==> config.mk <==
export PLATFORM = sky130hd
export DESIGN_NAME = adc_sample_ctrl
export DESIGN_NICKNAME = d
export VERILOG_FILES = /design/src/rtl/adc_pkg.sv /design/src/rtl/adc_avg_accum.sv /design/src/rtl/adc_sample_ctrl.sv
export SDC_FILE = /design/constraint.sdc
export NUM_CORES = 1
export LEC_CHECK = 0
export CAP_MARGIN = 20
export CORE_MARGIN = 2
export CORE_UTILIZATION = 40
export CTS_CLUSTER_DIAMETER = 60
export CTS_CLUSTER_SIZE = 20
export DETAILED_ROUTE_END_ITERATION = 10
export GPL_TIMING_DRIVEN = 0
export SETUP_SLACK_MARGIN = 0.15
export SYNTH_ARGS = -nofsm -noshare
export SYNTH_HDL_FRONTEND = slang
export SYNTH_SLANG_ARGS = --single-unit
==> constraint.sdc <==
create_clock -name clk -period 3.54 [get_ports clk]
set_input_delay 0.708 -clock clk [delete_from_list [all_inputs] [get_ports clk]]
set_output_delay 0.708 -clock clk [all_outputs]
set_load 0.05 [all_outputs]
==> src/rtl/adc_pkg.sv <==
`default_nettype none
// ----------------------------------------------------------------------------
// adc_pkg : shared types and the rounded/clamped average helper
// Rev 1.0
// ----------------------------------------------------------------------------
package adc_pkg;

   localparam int DATA_W_DEF = 12;

   typedef enum logic [0:0] {
      IDLE = 1'b0,
      ACQ  = 1'b1
   } state_t;

   // Round-half-up divide by 2^avg_log2, then clamp to the data range.
   function automatic logic [31:0] avg_round(input logic [31:0] sum,
                                             input int          data_w,
                                             input int          avg_log2);
      logic [31:0] w_bias;
      logic [31:0] w_q;
      logic [31:0] w_max;
      w_bias = (avg_log2 > 0) ? (32'd1 << (avg_log2 - 1)) : 32'd0;
      w_q    = (sum + w_bias) >> avg_log2;
      w_max  = (32'd1 << data_w) - 32'd1;
      return (w_q > w_max) ? w_max : w_q;
   endfunction

endpackage
`default_nettype wire

==> src/rtl/adc_avg_accum.sv <==
`default_nettype none
// ----------------------------------------------------------------------------
// adc_avg_accum : box-car accumulator producing one rounded result per 2^AVG_LOG2 samples
// Rev 1.0
// ----------------------------------------------------------------------------
module adc_avg_accum
   import adc_pkg::*;
#(
   parameter int DATA_W   = DATA_W_DEF,
   parameter int AVG_LOG2 = 2
) (
   input  logic              clk,
   input  logic              rst,
   input  logic              i_clr,
   input  logic              i_s_valid,
   input  logic [DATA_W-1:0] i_s_reg,
   output logic [DATA_W-1:0] o_res,
   output logic              o_res_valid
);

   generate
      if (AVG_LOG2 == 0) begin : g_pass
         logic w_unused;
         assign w_unused    = ^{clk, rst, i_clr};
         assign o_res       = i_s_reg;
         assign o_res_valid = i_s_valid;
      end else begin : g_avg
         localparam int ACC_W = DATA_W + AVG_LOG2;

         logic [ACC_W-1:0]    r_acc;
         logic [AVG_LOG2-1:0] r_n_cnt;
         logic                w_last;
         logic [31:0]         w_avg;
         logic                w_unused_avg;

         assign w_last       = &r_n_cnt;
         // The closing sample is folded in combinationally so the result is ready with s_valid.
         assign w_avg        = avg_round(32'(r_acc) + 32'(i_s_reg), DATA_W, AVG_LOG2);
         assign o_res        = w_avg[DATA_W-1:0];
         assign w_unused_avg = ^w_avg[31:DATA_W];
         assign o_res_valid  = i_s_valid && w_last;

         always_ff @(posedge clk) begin
            if (rst || i_clr || (i_s_valid && w_last)) begin
               r_acc   <= '0;
               r_n_cnt <= '0;
            end else if (i_s_valid) begin
               r_acc   <= r_acc + ACC_W'(i_s_reg);
               r_n_cnt <= r_n_cnt + AVG_LOG2'(1);
            end
         end
      end
   endgenerate

endmodule
`default_nettype wire

==> src/rtl/adc_sample_ctrl.sv <==
`default_nettype none
// ----------------------------------------------------------------------------
// adc_sample_ctrl : paced ADC sampling, optional averaging, FIFO write with overflow count
// Rev 1.0
// ----------------------------------------------------------------------------
module adc_sample_ctrl
   import adc_pkg::*;
#(
   parameter int DATA_W   = DATA_W_DEF,
   parameter int DIV      = 5,
   parameter int AVG_LOG2 = 2,
   parameter int OVF_W    = 16
) (
   input  logic              clk,
   input  logic              rst,
   input  logic              i_en,
   input  logic              i_clr_ovf,
   input  logic [DATA_W-1:0] i_adc_data,
   input  logic              i_fifo_full,
   output logic [DATA_W-1:0] o_fifo_wdata,
   output logic              o_fifo_wren,
   output logic              o_sample_tick,
   output logic              o_ovf_sticky,
   output logic [OVF_W-1:0]  o_ovf_cnt
);

   localparam int DIV_W = $clog2(DIV);
   localparam logic [DIV_W-1:0] c_DIV_MAX = DIV_W'(DIV - 1);

   state_t            r_state;
   state_t            w_state_nxt;
   logic              w_acq;
   logic [DIV_W-1:0]  r_div_cnt;
   logic              w_tick;
   logic [DATA_W-1:0] r_s_reg;
   logic              r_s_valid;
   logic [DATA_W-1:0] w_res;
   logic              w_res_valid;
   logic              r_pend;
   logic [DATA_W-1:0] r_pend_data;
   logic              w_wren;
   logic              w_ovf_evt;
   logic              r_ovf_sticky;
   logic [OVF_W-1:0]  r_ovf_cnt;

   always_ff @(posedge clk) begin
      if (rst) r_state <= IDLE;
      else     r_state <= w_state_nxt;
   end

   always_comb begin
      w_state_nxt = r_state;
      w_acq       = 1'b0;
      case (r_state)
         IDLE: if (i_en) w_state_nxt = ACQ;
         ACQ: begin
            w_acq = 1'b1;
            if (!i_en) w_state_nxt = IDLE;
         end
         default: w_state_nxt = IDLE;
      endcase
   end

   always_ff @(posedge clk) begin
      if (rst || !w_acq || (r_div_cnt == c_DIV_MAX)) r_div_cnt <= '0;
      else                                           r_div_cnt <= r_div_cnt + DIV_W'(1);
   end

   assign w_tick = w_acq && (r_div_cnt == c_DIV_MAX);

   always_ff @(posedge clk) begin
      if (rst) begin
         r_s_reg   <= '0;
         r_s_valid <= 1'b0;
      end else begin
         r_s_valid <= w_tick;
         if (w_tick) r_s_reg <= i_adc_data;
      end
   end

   adc_avg_accum #(
      .DATA_W   (DATA_W),
      .AVG_LOG2 (AVG_LOG2)
   ) u_accum (
      .clk         (clk),
      .rst         (rst),
      .i_clr       (!w_acq),
      .i_s_valid   (r_s_valid),
      .i_s_reg     (r_s_reg),
      .o_res       (w_res),
      .o_res_valid (w_res_valid)
   );

   assign w_wren    = r_pend && !i_fifo_full;
   // A result is lost only if the holding register is occupied and cannot drain this cycle.
   assign w_ovf_evt = w_res_valid && r_pend && !w_wren;

   always_ff @(posedge clk) begin
      if (rst) begin
         r_pend      <= 1'b0;
         r_pend_data <= '0;
      end else if (w_res_valid) begin
         r_pend <= 1'b1;
         if (!w_ovf_evt) r_pend_data <= w_res;
      end else if (w_wren) begin
         r_pend <= 1'b0;
      end
   end

   always_ff @(posedge clk) begin
      if (rst || i_clr_ovf) begin
         r_ovf_cnt    <= '0;
         r_ovf_sticky <= 1'b0;
      end else if (w_ovf_evt) begin
         r_ovf_sticky <= 1'b1;
         if (r_ovf_cnt != '1) r_ovf_cnt <= r_ovf_cnt + OVF_W'(1);
      end
   end

   assign o_fifo_wren   = w_wren;
   assign o_fifo_wdata  = r_pend_data;
   assign o_sample_tick = w_tick;
   assign o_ovf_sticky  = r_ovf_sticky;
   assign o_ovf_cnt     = r_ovf_cnt;

endmodule
`default_nettype wire

==> flow_summary_export.csv, run 1 <==
group,metric,value,unit
logic_synthesis,yosysTopAreaCell,"dfxtp_1",
sta,drv_slew,0,
cts,cts-root-buf,"clkbuf_8",
power,pwr-share-seq,0.555,
worst_setup_path,reg2reg_slack,740,ps
logic_synthesis,netlist_instances,453,
cts,cts_made_buffers,9,
global_routing,grt_pass1_vias,3007,
power,power_density,275.0,nW/um^2
placed_design,gp_congestion,0.8847,
floorplan,die_area,10480,um^2
route,firstDrtPassIters,4,
cts,max-clock-path-buffers,2,
cts,cts.sinks,63,
sta,maxSlewHeadroom,0.5030,
cells_and_area,largest_reg_flops,16,
logic_synthesis,synth-edff-count,0,
sta,fin_skew,11.82,ps
logic_synthesis,syn-num-nets,506,
sta,setup-violations-final,0,
cts,clk_pin_slew_worst_paths,60,ps
worst_setup_path,crit_fanout,10,
worst_setup_path,reg2reg_from,"r_s_reg[6]",
floorplan,rows,35,
cells_and_area,drive_above_1_share,0.06628,
floorplan,initial_core_util,0.4152,
global_routing,overflow,0,
power,p_leak,0.001848,uW
power,power_frac_clock,0.415,
cts,cts_hold_buf,0,
worst_setup_path,cp_top_family,"buffers and inverters",
cts,cts_setup_buffers,0,
worst_setup_path,critPathMaxStageDelay,890,ps
cells_and_area,fin_nets,564,
power,p_sw_frac,0.2257,
route,vias,3293,
floorplan,die_h,102.4,um
route,drtIter0Drc,141,
worst_setup_path,crit_cells,6,
logic_synthesis,synth-async-reset-ratio,0,
route,ant_nets,0,
worst_setup_path,cp_common_cell,"inv_1",
worst_setup_path,endpoint,"o_sample_tick",
route,via_per_inst,5.129,
placed_design,dp_hpwl,6473,um
sta,fmax,318.1,MHz
global_routing,grt_max_degree,11,
sta,rsz0062_at_grt,"false",
placed_design,placed_cells,629,
sta,timing.setup.tns,0,ps
power,p_sw,289.0,uW
floorplan,chipWidth,102.4,um
cts,cts_tree,"built",
cts,clock_latency,330,ps
route,detail_route.wl_per_cell,13.29,um
logic_synthesis,yosys-top-cells-count,"dfxtp_1 (63), nor2_1 (52), nand2_1 (50), a21oi_1 (33), ha_1 (28)",
global_routing,antenna_found_initial,0,
worst_setup_path,cp_slowest_cell,"clkdlybuf4s50_1",
worst_setup_path,crit_path_start,"r_div_cnt[0]",
logic_synthesis,syn_avg_cell_area,8.548,um^2
logic_synthesis,yosysSeqAreaShare,0.3257,
logic_synthesis,synth_cell_types,59,
worst_setup_path,path_class,"flop to primary output",
logic_synthesis,netlist_area,3872,um^2
sta,period_share,0.8881,
logic_synthesis,yosysMostFrequentCell,"dfxtp_1",
logic_synthesis,synthFlopType,"dfxtp_1",
global_routing,track_usage,0.1706,
logic_synthesis,ys_ff_latch,63,
sta,whs,468.1,ps
cts,cts-htree-levels,3,
floorplan,core,9328,um^2
hold_path,hold_depth,2,
sta,tightest_slew,745.5,ps
route,route.detailed.drc,0,
logic_synthesis,synth_area_leaders,"dfxtp_1 (33%), ha_1 (9.0%), nor2_1 (5.0%), nand2_1 (4.8%), a21oi_1 (4.3%)",
power,ir_worst_vdd,0.0001420,V
outcome,outcome,"finished, final reports clean",
power,comb_power_share,0.031,
hold_path,holdCritStartpoint,"r_s_reg[8]",
logic_synthesis,yosys_warnings,0,
worst_setup_path,required,2830,ps
cells_and_area,syn2layout_area_growth,20.26,%
worst_setup_path,arrival,2440,ps
power,p_int,991.7,uW
placed_design,port_buffers,47,
worst_setup_path,reg2reg_depth,7,
sta,min_period,3144,ps
cells_and_area,diodes,0,
hold_path,hold_path_class,"flop to flop",
worst_setup_path,worstPathCellList,"inv_1 > ha_1 > nand3_1 > inv_1 > clkbuf_1 > clkdlybuf4s50_1",
worst_setup_path,worstReg2RegEnd,"o_fifo_wdata[10]",
global_routing,grt_first_pass_wirelength,14010,um
logic_synthesis,yosys.area.top_type_share,0.3257,
cts,ctsResizeCount,0,
job,drv_cap,0,
worst_setup_path,cp-start-kind,"flop",
cells_and_area,stdcell_count,642,
route,totalWireLength,8529,um
worst_setup_path,cp-end-kind,"primary output",
floorplan,ios,48,
sta,hold_viol,0,
worst_setup_path,path_buf_inv,4,
tightest hold or removal path: cells and delay by family, from the launching register on:
| family | cells | cell delay, ps |
|---|---|---|
| compound gates | 1 | 50 |
| flops | 1 | 320 |
| simple gates | 1 | 50 |
power by group through the flow:
stage	Sequential (uW)	Clock, uW	Combinational [uW]
after floorplan	726	0	14.3
after detailed placement	727	0	40.2
after CTS	710	548	40.3
final	710	531	39.3
after global routing	710	581	43.3
after global placement	726	0	39.7
layout make-up:
type,count,area [um^2]
clock buffer,12,145.1
fill,912,4671
sequential,63,1261
clock inverter,1,7.507
inverter,25,93.84
multi-input combinational,349,2441
tap,129,161.4
timing repair buffer,47,470.5
buffer,16,76.32
layer usage:
layer	vias to the layer above	track usage	share of wire
li1	1701	-	-
met1	1513	0.2386	0.51
met2	71	0.2591	0.43
met3	8	0.04514	0.047
met4	0	0.05026	0.013
met5	-	0	0
per-stage QoR:
step / power, uW / worst slack (ps) / util / area (um^2)
final: 1281 / 396.0 / 0.4993 / 4657
after detailed placement: 766.7 / 650.2 / 0.4829 / 4504
after CTS: 1298 / 335.5 / 0.4993 / 4657
after floorplan: 740.7 / 1048 / - / 3872
after global placement: 766.2 / 676.2 / 0.4829 / 4504
after global routing: 1334 / 156.3 / 0.4993 / 4657
kinds of logic after synthesis:
kind of cell / count (synthesis) / share of synthesized area
DFF: 63 / 0.3257
and+or+nand+nor: 179 / 0.2233
muxes: 12 / 0.03102
AOI/OAI and AO/OA: 92 / 0.1742
buffers and inverters: 41 / 0.04394
adders and majority gates: 37 / 0.1344
xor gates and xnor gates: 29 / 0.06753
cells in the final DEF, fill, tap and decap left out, types with 2 or more instances in the layout:
master and count:
o31ai_1 2, nand2_1 50, dfxtp_1 63, nand4_1 6, clkbuf_1 13, or4_1 2, nand2b_1 6, clkbuf_8 10
xnor2_1 12, nor2_1 52, xor2_1 16, o21ai_0 10, a31oi_1 3, and3_1 10, o21a_1 2, ha_1 28
fa_1 8, a211oi_2 10, inv_1 25, or2_2 2, nand3_1 11, a21boi_0 2, a211o_1 2, o211ai_1 3
o211a_1 2, nor2b_1 9, a41oi_1 2, and4_1 4, nor3_1 12, nor3b_1 2, and2_1 5, a211oi_1 2
a21oi_1 33, mux2i_1 12, or3_1 2, o311ai_1 2, a21o_1 6, clkdlybuf4s50_1 47, buf_4 2
how the worst min path moves through the flow:
stage | slack, ps | to
6_report | 470 | r_s_reg[8]
5_1_grt | 490 | r_s_reg[8]
4_1_cts | 470 | r_s_reg[8]
3_5_place_dp | 460 | r_s_reg[8]
3_3_place_gp | 460 | r_s_reg[8]
2_1_floorplan | 440 | r_s_reg[0]
Power figures use the tool's default switching activity.
==> inputs of run 2 (changes only) <==
--- a/config.mk
+++ b/config.mk
@@ -7,11 +7,12 @@
 export LEC_CHECK = 0
 export CAP_MARGIN = 20
 export CORE_MARGIN = 2
-export CORE_UTILIZATION = 40
+export CORE_UTILIZATION = 45
 export CTS_CLUSTER_DIAMETER = 60
 export CTS_CLUSTER_SIZE = 20
 export DETAILED_ROUTE_END_ITERATION = 10
 export GPL_TIMING_DRIVEN = 0
+export PLACE_DENSITY = 0.67
 export SETUP_SLACK_MARGIN = 0.15
 export SYNTH_ARGS = -nofsm -noshare
 export SYNTH_HDL_FRONTEND = slang
==> run 2 against run 1 <==
Compared with the run above: utilization up 6.7 points; power is 14% higher; sequential power hardly changed; flip-flop and latch count unchanged; fmax grew 0.57%; cell area grew 0.83%; wire length fell by 0.34%; count of clock-buffer cells in the layout down 2; global-route usage up 1.6 points; non-clock buffer count did not move; hold slack about the same.
==> flow_summary_export.csv, run 2 (synthesis gave the netlist of run 1 again) <==
group,metric,value,unit
outcome,outcome,"finished, final reports clean",
cells_and_area,fin_nets,564,
cells_and_area,layout_common_cells,"dfxtp_1 (63), nor2_1 (52), nand2_1 (50)",
worst_setup_path,cp-start-kind,"flop",
power,power_density,309.9,nW/um^2
sta,timing.setup.tns,0,ps
cts,max-clock-path-buffers,2,
sta,maxSlewHeadroom,0.4854,
route,totalWireLength,8500,um
sta,fin_skew,6.413,ps
power,p_sw_frac,0.2152,
power,p_sw,313.1,uW
route,firstDrtPassIters,4,
route,ant_nets,0,
route,via_per_inst,5.295,
power,comb_power_share,0.027,
global_routing,antenna_found_initial,0,
global_routing,grt_pass1_vias,3115,
worst_setup_path,cp-end-kind,"primary output",
global_routing,track_usage,0.1866,
floorplan,chipWidth,96.77,um
cells_and_area,fillers,772,
route,vias,3288,
floorplan,die_area,9363,um^2
worst_setup_path,required,2830,ps
global_routing,grt_max_degree,12,
global_routing,grt_first_pass_wirelength,14590,um
route,route.detailed.drc,0,
worst_setup_path,arrival,2420,ps
placed_design,dp_hpwl,6511,um
power,p_int,1142,uW
cts,clk_pin_slew_worst_paths,70,ps
cells_and_area,largest_reg_flops,16,
cts,cts_made_buffers,9,
cells_and_area,final_common_cell,"dfxtp_1",
sta,whs,467.8,ps
global_routing,overflow,0,
cts,clock_latency,340,ps
sta,setup-violations-final,0,
cts,cts_tree,"built",
power,ir_worst_vdd,0.0001554,V
sta,period_share,0.8831,
sta,fmax,319.9,MHz
route,detail_route.wl_per_cell,13.69,um
cts,cts-root-buf,"clkbuf_8",
cells_and_area,syn2layout_area_growth,21.26,%
placed_design,port_buffers,47,
sta,rsz0062_at_grt,"false",
route,drtIter0Drc,113,
cts,ctsResizeCount,0,
power,p_leak,0.001890,uW
floorplan,die_h,96.77,um
cts,cts_setup_buffers,0,
floorplan,rows,33,
floorplan,ios,48,
sta,min_period,3126,ps
cts,cts.sinks,63,
placed_design,dpl_cell_area,4474,um^2
floorplan,initial_core_util,0.4666,
hold_path,hold_path_class,"flop to flop",
cts,cts_hold_buf,0,
worst_setup_path,path_class,"flop to primary output",
cells_and_area,final_cell_area,4696,um^2
cts,cts-htree-levels,3,
sta,hold_viol,0,
worst_setup_path,crit_fanout,10,
cells_and_area,diodes,0,
power,pwr-share-seq,0.488,
job,drv_cap,0,
sta,tightest_slew,771.9,ps
floorplan,core,8299,um^2
sta,drv_slew,0,
power,power_frac_clock,0.485,
cells_and_area,drive_above_1_share,0.07558,
placed_design,gp_congestion,0.8514,
run 2: cell types whose count changed in the layout (fill, tap and decap cells not counted), sizes merged:
cell      previous run  this run
bufinv               0         2
clkinv               0         4
clkbuf              23        21
clkinvlp             1         0
run 2: layout make-up:
class / instances / area [um^2] / area share
sequential: 63 / 1261 / 0.2686
buffer: 16 / 76.32 / 0.01625
timing repair buffer: 47 / 470.5 / 0.1002
clock buffer: 10 / 137.6 / 0.02931
inverter: 25 / 93.84 / 0.01998
clock inverter: 6 / 83.83 / 0.01785
multi-input combinational: 349 / 2441 / 0.5199
tap: 105 / 131.4 / 0.02798
run 2: path summary, 6_finish.rpt:
check	start	endpoint	slack, ps	cells past startpoint
worst max-delay path	r_div_cnt[0]	o_sample_tick	410	6
worst min-delay path	r_s_reg[0]	r_s_reg[0]	470	2
worst max register to register	u_accum.g_avg.r_acc[2]	o_fifo_wdata[10]	700	10
worst min register to register	r_s_reg[0]	r_s_reg[0]	470	2
run 2: power by group through the flow:
stage / clock (uW) / combinational, uW / sequential, uW
after global placement: 0 / 39.3 / 726
after CTS: 721 / 39.5 / 710
after floorplan: 0 / 14.3 / 726
after global routing: 753 / 42.7 / 710
final: 706 / 39.4 / 710
after detailed placement: 0 / 39.3 / 727
run 2: worst max-delay path, stage by stage (launching register included):
cell             delay [ps]
dfxtp_1                 320
inv_1                    70
ha_1                    180
nand3_1                 160
inv_1                   160
clkbuf_1                320
clkdlybuf4s50_1         870
run 2: stage by stage:
step	utilization	power (uW)	worst slack, ps	std cells
3_3_place_gp	0.5391	765.8	700.7	605
4_1_cts	0.5658	1471	357.6	621
2_1_floorplan	-	740.7	1048	453
3_5_place_dp	0.5391	765.8	678.5	605
6_report	0.5658	1455	413.7	621
5_1_grt	0.5658	1506	249.1	621
run 2: layer usage:
metal	global-route usage	vias to the layer above	routed length, um
met5	0	-	0
met4	0.05634	0	129
met3	0.04552	11	349
met2	0.2986	60	3727
met1	0.2497	1523	4293
li1	-	1694	-
